<file path="src/rtl/motoro3_pwm_accum_gen.sv">
// Multi-channel PWM generator with minimum-pulse and over-period carry, edge/center
// alignment, and per-frame want-minus-real on-time error reporting.
module motoro3_pwm_accum_gen #(
    parameter int unsigned CH     = 3,
    parameter int unsigned CNT_W  = 12,
    parameter int unsigned POS_W  = 16,
    parameter int unsigned CENTER = 0
) (
    input  logic                clk,
    input  logic                nRst,
    input  logic                enable,
    input  logic [CNT_W-1:0]    periodLen,
    input  logic [CNT_W-1:0]    minOn,
    input  logic [CH*POS_W-1:0] posReq,
    input  logic                frameEnd,
    output logic [CH-1:0]       pwm,
    output logic                periodStart,
    output logic [CH-1:0]       skipFlag,
    output logic [CH*POS_W-1:0] posLost
);
    localparam int unsigned CMP_W = ((POS_W > CNT_W) ? POS_W : CNT_W) + 1;

    typedef enum logic {StIdle, StRun} stateT;

    stateT               stateQ, stateD;
    logic [CNT_W-1:0]    phQ, phD;
    logic [CNT_W-1:0]    pLatQ, pLatD;
    logic [CNT_W-1:0]    pEff;
    logic [CNT_W-1:0]    onQ [CH];
    logic [CNT_W-1:0]    onD [CH];
    logic [CNT_W-1:0]    startQ [CH];
    logic [CNT_W-1:0]    startD [CH];
    logic [POS_W-1:0]    remQ [CH];
    logic [POS_W-1:0]    remD [CH];
    logic [POS_W-1:0]    wantQ [CH];
    logic [POS_W-1:0]    wantD [CH];
    logic [POS_W-1:0]    realQ [CH];
    logic [POS_W-1:0]    realD [CH];
    logic [CH-1:0]       pwmQ, pwmD;
    logic [CH-1:0]       skipQ, skipD;
    logic                periodStartQ, periodStartD;
    logic [CH*POS_W-1:0] lostQ, lostD;
    logic                newPeriod;

    // Phase-0 evaluation results, only consumed when newPeriod is set
    logic [POS_W:0]      sumRaw [CH];
    logic [POS_W-1:0]    sumSat [CH];
    logic [POS_W-1:0]    remBase [CH];
    logic [POS_W-1:0]    wantBase [CH];
    logic [POS_W-1:0]    evalRem [CH];
    logic [CNT_W-1:0]    evalOn [CH];
    logic [CNT_W-1:0]    evalStart [CH];
    logic [CH-1:0]       evalSkip;

    assign pEff = (periodLen < CNT_W'(2)) ? CNT_W'(2) : periodLen;

    always_comb begin
        evalSkip = '0;
        for (int i = 0; i < int'(CH); i++) begin
            // A frameEnd at this edge clears carry and want before the new period uses them
            remBase[i]  = (stateQ == StRun && !frameEnd) ? remQ[i] : '0;
            wantBase[i] = (stateQ == StRun && !frameEnd) ? wantQ[i] : '0;
            sumRaw[i]   = {1'b0, remBase[i]} + {1'b0, posReq[i*POS_W +: POS_W]};
            sumSat[i]   = sumRaw[i][POS_W] ? '1 : sumRaw[i][POS_W-1:0];
            evalOn[i]   = '0;
            if (sumSat[i] != '0) begin
                if (CMP_W'(sumSat[i]) < CMP_W'(minOn)) begin
                    evalSkip[i] = 1'b1;
                end else if (CMP_W'(sumSat[i]) > CMP_W'(pEff)) begin
                    evalOn[i] = pEff;
                end else begin
                    evalOn[i] = CNT_W'(sumSat[i]);
                end
            end
            evalRem[i]   = sumSat[i] - POS_W'(evalOn[i]);
            evalStart[i] = (CENTER != 0) ? ((pEff - evalOn[i]) >> 1) : '0;
        end
    end

    always_comb begin
        stateD       = stateQ;
        phD          = phQ;
        pLatD        = pLatQ;
        onD          = onQ;
        startD       = startQ;
        remD         = remQ;
        wantD        = wantQ;
        realD        = realQ;
        skipD        = skipQ;
        lostD        = lostQ;
        periodStartD = 1'b0;
        newPeriod    = 1'b0;
        pwmD         = '0;

        unique case (stateQ)
            StIdle: begin
                phD   = '0;
                skipD = '0;
                for (int i = 0; i < int'(CH); i++) begin
                    remD[i]  = '0;
                    wantD[i] = '0;
                    realD[i] = '0;
                end
                if (enable) begin
                    stateD    = StRun;
                    newPeriod = 1'b1;
                end
            end
            StRun: begin
                if (!enable) begin
                    stateD = StIdle;
                    phD    = '0;
                    skipD  = '0;
                    for (int i = 0; i < int'(CH); i++) begin
                        remD[i]  = '0;
                        wantD[i] = '0;
                        realD[i] = '0;
                    end
                end else begin
                    for (int i = 0; i < int'(CH); i++) begin
                        realD[i] = realQ[i] + POS_W'(pwmQ[i]);
                    end
                    if (frameEnd) begin
                        for (int i = 0; i < int'(CH); i++) begin
                            lostD[i*POS_W +: POS_W] = wantQ[i] - realD[i];
                            realD[i] = '0;
                            wantD[i] = '0;
                            remD[i]  = '0;
                        end
                        newPeriod = 1'b1;
                    end else if (phQ == pLatQ - CNT_W'(1)) begin
                        newPeriod = 1'b1;
                    end else begin
                        phD = phQ + CNT_W'(1);
                    end
                end
            end
        endcase

        if (newPeriod) begin
            phD          = '0;
            pLatD        = pEff;
            periodStartD = 1'b1;
            for (int i = 0; i < int'(CH); i++) begin
                onD[i]    = evalOn[i];
                startD[i] = evalStart[i];
                remD[i]   = evalRem[i];
                wantD[i]  = wantBase[i] + posReq[i*POS_W +: POS_W];
                skipD[i]  = evalSkip[i];
            end
        end

        // Output registers carry the value for the phase that the next cycle occupies
        for (int i = 0; i < int'(CH); i++) begin
            pwmD[i] = (stateD == StRun) && (phD >= startD[i]) &&
                      ({1'b0, phD} < ({1'b0, startD[i]} + {1'b0, onD[i]}));
        end
    end

    always_ff @(negedge clk or negedge nRst) begin
        if (!nRst) begin
            stateQ       <= StIdle;
            phQ          <= '0;
            pLatQ        <= '0;
            pwmQ         <= '0;
            skipQ        <= '0;
            periodStartQ <= 1'b0;
            lostQ        <= '0;
            for (int i = 0; i < int'(CH); i++) begin
                onQ[i]    <= '0;
                startQ[i] <= '0;
                remQ[i]   <= '0;
                wantQ[i]  <= '0;
                realQ[i]  <= '0;
            end
        end else begin
            stateQ       <= stateD;
            phQ          <= phD;
            pLatQ        <= pLatD;
            pwmQ         <= pwmD;
            skipQ        <= skipD;
            periodStartQ <= periodStartD;
            lostQ        <= lostD;
            for (int i = 0; i < int'(CH); i++) begin
                onQ[i]    <= onD[i];
                startQ[i] <= startD[i];
                remQ[i]   <= remD[i];
                wantQ[i]  <= wantD[i];
                realQ[i]  <= realD[i];
            end
        end
    end

    assign pwm         = pwmQ;
    assign skipFlag    = skipQ;
    assign periodStart = periodStartQ;
    assign posLost     = lostQ;

endmodule

</file>
<file path="config.mk">
export PLATFORM = sky130hd
export DESIGN_NAME = motoro3_pwm_accum_gen
export DESIGN_NICKNAME = d
export VERILOG_FILES = /design/src/rtl/motoro3_pwm_accum_gen.sv
export SDC_FILE = /design/constraint.sdc
export NUM_CORES = 1
export LEC_CHECK = 0
export ABC_CLOCK_PERIOD_IN_PS = 9600
export CAP_MARGIN = 20
export CELL_PAD_IN_SITES_DETAIL_PLACEMENT = 1
export CELL_PAD_IN_SITES_GLOBAL_PLACEMENT = 1
export CORE_MARGIN = 2
export CORE_UTILIZATION = 49
export CTS_BUF_LIST = sky130_fd_sc_hd__clkbuf_8
export CTS_CLUSTER_SIZE = 40
export DETAILED_ROUTE_END_ITERATION = 6
export HOLD_SLACK_MARGIN = 0.02
export PLACE_DENSITY = 0.85
export RECOVER_POWER = 100
export SETUP_SLACK_MARGIN = 0.4
export SLEW_MARGIN = 20
export SYNTH_ARGS = -nofsm -noshare
export SYNTH_HDL_FRONTEND = slang
export SYNTH_SLANG_ARGS = --single-unit
export TNS_END_PERCENT = 20
</file>
<file path="constraint.sdc">
create_clock -name clk -period 9.6 [get_ports clk]
set_input_delay 1.44 -clock clk [delete_from_list [all_inputs] [get_ports clk]]
set_output_delay 1.44 -clock clk [all_outputs]
set_load 0.005 [all_outputs]
</file>
==> out/metrics.yaml, run 1 <==
run_status: "aborted with a tool error"
stop_stage: "global routing (5_1_grt)"
toolErrorMsg: "[ERROR GRT-0116] Global routing finished with congestion. Check the congestion regions in the DRC Viewer."
syn_avg_cell_area_um2: 8.56
synth.yosys.warnings: 0
cts.sink_count: 296
tritoncts.num_buffers: 57
ys_async_sr_fraction_pct: 100
postSynth.topFlopCell: "sky130_fd_sc_hd__dfrtn_1"
io_pins: 131
global_route_wire_length_before_repair_um: 270000
grtUsageTotal_pct: 67.5
gp_congestion: 1.00
postSynthNetCount: 3432
postSynthRegisterBits: 296
cts-htree-levels: 2
synth_top_area_cell: "sky130_fd_sc_hd__dfrtn_1"
clock-root-buffer: "sky130_fd_sc_hd__clkbuf_8"
buffer_ports.inserted: 130
leading_post_synthesis_cells_by_instance_count: "356 x sky130_fd_sc_hd__ha_1, 356 x sky130_fd_sc_hd__nand2_1, 296 x sky130_fd_sc_hd__dfrtn_1, 232 x sky130_fd_sc_hd__o21ai_0, 204 x sky130_fd_sc_hd__nor2_1"
number_of_distinct_standard_cells_referenced_by_the_synthesized_netlist: 74
rows: 83
synth.top_cells.by_area: "sky130_fd_sc_hd__dfrtn_1 29%, sky130_fd_sc_hd__ha_1 17%, sky130_fd_sc_hd__nand2_1 5.2%, sky130_fd_sc_hd__o21ai_0 4.5%, sky130_fd_sc_hd__xnor2_1 3.9%"
yosys.area.top_type_share_pct: 29.0
vias_in_the_first_global_route: 40400
die_h_um: 232
grt_remaining_overflow: 18
mapped_cells: 2985
synth_sequential_area_ratio_pct: 29.0
mappedNetlistArea_mm2: 0.0256
detailed_place_hpwl_um: 80900
synth-edff-count: 0
grt_start_max_net_pins: 100
effective_utilization_at_floorplan_pct: 49.7
die_w_um: 232
buffer_levels_on_the_longest_clock_path: 3
[metrics by stage]
stage	setup slack [ns]	cells	cell area (um2)	utilization (%)
2_1_floorplan	-3.66	2985	25900	-
3_3_place_gp	-4.24	4347	32600	63.4
3_5_place_dp	-4.78	4347	32600	63.4
4_1_cts	-3.31	4584	36600	71.3
[metal layers]
layer  GRT usage [%]  GRT overflow
met5            9.47             0
met4            74.3             7
met3            41.7             1
met2            93.3            10
met1            64.5             0
[cells by family after synthesis]
logic type / share of synthesized area (%)
adders and majority gates: 18.6
buffers and inverters: 3.51
and+or+nand+nor: 19.5
AOI/OAI and AO/OA: 19.8
DFF: 29.0
muxes: 1.84
xor gates and xnor gates: 7.78
[repair_timing]
action                                  CTS
gates cloned                              3
setup buffers                           128
endpoints found under the setup margin  108
gates resized for setup                 386
hold buffers                              0
pin swaps                               190
==> run 2: changes to the inputs <==
Settings changed: CELL_PAD_IN_SITES_DETAIL_PLACEMENT 1 to not set, CELL_PAD_IN_SITES_GLOBAL_PLACEMENT 1 to not set, CORE_UTILIZATION 49 to 40, CTS_BUF_LIST sky130_fd_sc_hd__clkbuf_8 to not set, CTS_CLUSTER_SIZE 40 to not set, HOLD_SLACK_MARGIN 0.02 to not set, PLACE_DENSITY 0.85 to not set, PLACE_DENSITY_LB_ADDON set to 0.15, SETUP_SLACK_MARGIN 0.4 to not set.
==> run 2 against run 1 <==
Compared with the run above:
- the flow now finishes, with violations (max-capacitance violations, max-slew violations, negative setup slack)
- area after synthesis did not move
- synthesized cell count did not move
==> out/metrics.yaml, run 2 <==
run_status: "finished with violations"
violated_checks: "max-capacitance violations, max-slew violations, negative setup slack"
synth_sequential_area_ratio_pct: 29.0  # unchanged
postSynthRegisterBits: 296  # unchanged
route.vias.total: 25400
timing_worst_setup_path_type: "input port to flip-flop"
clkLatencyLatePin_ns: 0.56
rows: 92  # +11%
cts-htree-levels: 2  # unchanged
layout.filler_cells: 5621
hold_viol_final: 0
syn_avg_cell_area_um2: 8.56  # unchanged
postSynthNetCount: 3432  # unchanged
layout.cells.most_common: "sky130_fd_sc_hd__buf_4"
mostFrequentLayoutCells: "679 x sky130_fd_sc_hd__buf_4, 335 x sky130_fd_sc_hd__nand2_1, 301 x sky130_fd_sc_hd__ha_1"
cts.sink_count: 296  # unchanged
viasPerCell: 5.38
timing.final.ws_setup_ns: -3.00
cap_viol_max_count: 1
buffer_ports.inserted: 130  # unchanged
dpl_cell_area_mm2: 0.0333  # +2.0%
switching_component_of_the_power_mw: 2.01
placedCellCount: 4569  # +5.1%
synth-edff-count: 0  # unchanged
wirelength_um: 86300
min_delay_worst_type: "flip-flop to flip-flop"
critical-path-max-stage-delay_ns: 0.38
power.density_mw_per_mm2: 155
antenna_found_initial: 4
clock-root-buffer: "sky130_fd_sc_hd__clkbuf_16"
crit_required_ns: 5.19
ir_worst_vdd_mv: 0.116
global_route_wire_length_before_repair_um: 137000
seqCellArea_mm2: 0.00741
path_buf_inv: 4
die_w_um: 257  # +10%
design_area_mm2: 0.0370
initialDrtViolationCount: 1270
cts.hold.buffers_added: 0  # unchanged
synth.yosys.warnings: 0  # unchanged
cp_startpoint_kind: "input port"
effective_utilization_at_floorplan_pct: 40.5  # -9.2 points
relSlewSlack_pct: -70.9
grt_remaining_overflow: 0
detail_route.drc_violations: 0
leading_post_synthesis_cells_by_instance_count: "356 x sky130_fd_sc_hd__ha_1, 356 x sky130_fd_sc_hd__nand2_1, 296 x sky130_fd_sc_hd__dfrtn_1, 232 x sky130_fd_sc_hd__o21ai_0, 204 x sky130_fd_sc_hd__nor2_1"
vias_in_the_first_global_route: 25700
multi_input_comb_area_mm2: 0.0194
tritoncts: "built"
final-setup-viol-count: 89
worst-endpoint-arrival_ns: 8.19
io_pins: 131  # unchanged
power.share.switching_pct: 35.1
crit_path_end_kind: "flip-flop"
tritoncts.num_buffers: 39  # -32%
synth.top_cells.by_area: "sky130_fd_sc_hd__dfrtn_1 29%, sky130_fd_sc_hd__ha_1 17%, sky130_fd_sc_hd__nand2_1 5.2%, sky130_fd_sc_hd__o21ai_0 4.5%, sky130_fd_sc_hd__xnor2_1 3.9%"
crit_path_frequent_cell: "sky130_fd_sc_hd__a21oi_2"
r2r_setup_slack_ns: 2.08
ys_async_sr_fraction_pct: 100  # unchanged
mapped_cells: 2985  # unchanged
buffer_levels_on_the_longest_clock_path: 3  # unchanged
mappedNetlistArea_mm2: 0.0256  # unchanged
power_frac_seq_pct: 27.1
grtUsageTotal_pct: 25.7
drive_above_1_share_pct: 30.7
clkSlewWorstSetupHoldPaths_ns: 0.04
placeableCoreArea_mm2: 0.0631
final.setup.tns_ns: -112.96
gp_congestion: 0.929  # -7.5%
synth_top_area_cell: "sky130_fd_sc_hd__dfrtn_1"
final-max-slew-violation-count: 89
worst_hold_slack_ns: 0.415
drtPass1Iterations: 5
die_h_um: 257  # +10%
number_of_distinct_standard_cells_referenced_by_the_synthesized_netlist: 74  # unchanged
route.antenna.remaining_nets: 0
area_growth_pct: 44.8
die_area_mm2: 0.0660
comb_power_share_pct: 47.3
power_frac_clock_pct: 25.6
worst-path-max-fanout: 5
detailed_place_hpwl_um: 66400  # -18%
leakagePower_nw: 18.0
yosys.area.top_type_share_pct: 29.0  # unchanged
finish.net_count: 4289
rsz0062_at_grt: "yes"
worstMarginPinSlew_ns: 2.56
stdcell_count: 4715
grt_start_max_net_pins: 89
clock_skew_ns: 0.0239
critPathTopFamily: "compound AO/OA/AOI/OAI gates"
postSynth.topFlopCell: "sky130_fd_sc_hd__dfrtn_1"
critPathSlowestCell: "sky130_fd_sc_hd__fa_2"
routedWlPerCell_um: 18.3
cellInternalPower_mw: 3.72
run 2: cell families (layout without fill, tap and decap cells):
group | Yosys count | after routing | synth area share (%)
flip-flops | 296 | 296 | 29.0
XOR/XNOR | 227 | 227 | 7.78
AND/OR/NAND/NOR | 1033 | 1035 | 19.5
other | 0 | 1 | 0
adder cells (fa/ha/maj) | 371 | 371 | 18.6
multiplexers | 44 | 44 | 1.84
AO/OA/AOI/OAI | 782 | 782 | 19.8
buffers and inverters | 232 | 1113 | 3.51
run 2: layer usage:
| layer | share of wire [%] | vias up | global-route usage, % |
|---|---|---|---|
| met5 | 0 | - | 0 |
| met4 | 3.4 | 0 | 7.95 |
| met3 | 3.9 | 161 | 2.64 |
| met2 | 47 | 531 | 44.1 |
| met1 | 45 | 12200 | 34.0 |
| li1 | - | 12400 | - |
run 2: worst paths after layout:
check | start | depth (start not counted) | to
min in group asynchronous | nRst | 1 | realQ[23]
worst max register to register | stateQ | 40 | pwm[2]
worst max-delay path | frameEnd | 38 | pwm[0]
worst min register to register | posLost[11] | 2 | posLost[11]
max in group asynchronous | nRst | 2 | realQ[5]
worst min-delay path | posLost[11] | 2 | posLost[11]
run 2: repair_timing:
action / CTS / global route
cloned: 4 / 0
buffers inserted: 51 / 30
gates resized for setup: 256 / 188
pin swaps: 115 / 129
endpoints found under the setup margin: 90 / 89
run 2: worst reg2reg max path: cells and delay by family (launching register included):
kind,cells,cell delay [ns]
adder cells (fa/ha/maj),5,1.19
multiplexers,1,0.22
XOR/XNOR,1,0.14
buffers and inverters,5,0.66
AO/OA/AOI/OAI,20,3.36
flip-flops,1,0.64
AND/OR/NAND/NOR,8,1.14
run 2: power groups by stage:
stage	logic, mW	clock network, mW	registers (mW)
3_5_place_dp	2.30	0	1.58
2_1_floorplan	1.24	0	1.53
4_1_cts	2.54	1.50	1.56
5_1_grt	2.96	1.55	1.58
6_report	2.71	1.47	1.56
3_3_place_gp	2.26	0	1.57
run 2: through the flow:
step | power [mW] | setup slack, ns | util (%)
floorplan | 2.78 | -3.66 | -
global placement | 3.83 | -4.58 | 52.7
detailed placement | 3.88 | -4.60 | 52.7
CTS | 5.60 | -2.90 | 57.1
global route | 6.09 | -3.40 | 58.7
finish | 5.74 | -3.00 | 58.7
run 2: cell type report:
class	instances	area share (%)
multi-input cells	2459	52.5
inverters	136	1.39
well taps	846	2.86
clock inverters	8	0.301
flip-flops and latches	296	20.0
diodes	1	0.00676
repair buffers	910	19.8
clock buffers	59	3.14
No activity file was read; power rests on OpenSTA's default activity.
==> run 3: changes to the inputs <==
Settings changed: HOLD_SLACK_MARGIN set to 0.05.
==> results of run 3 <==
The final DEF is identical to that of run 2; final timing and power are the same.
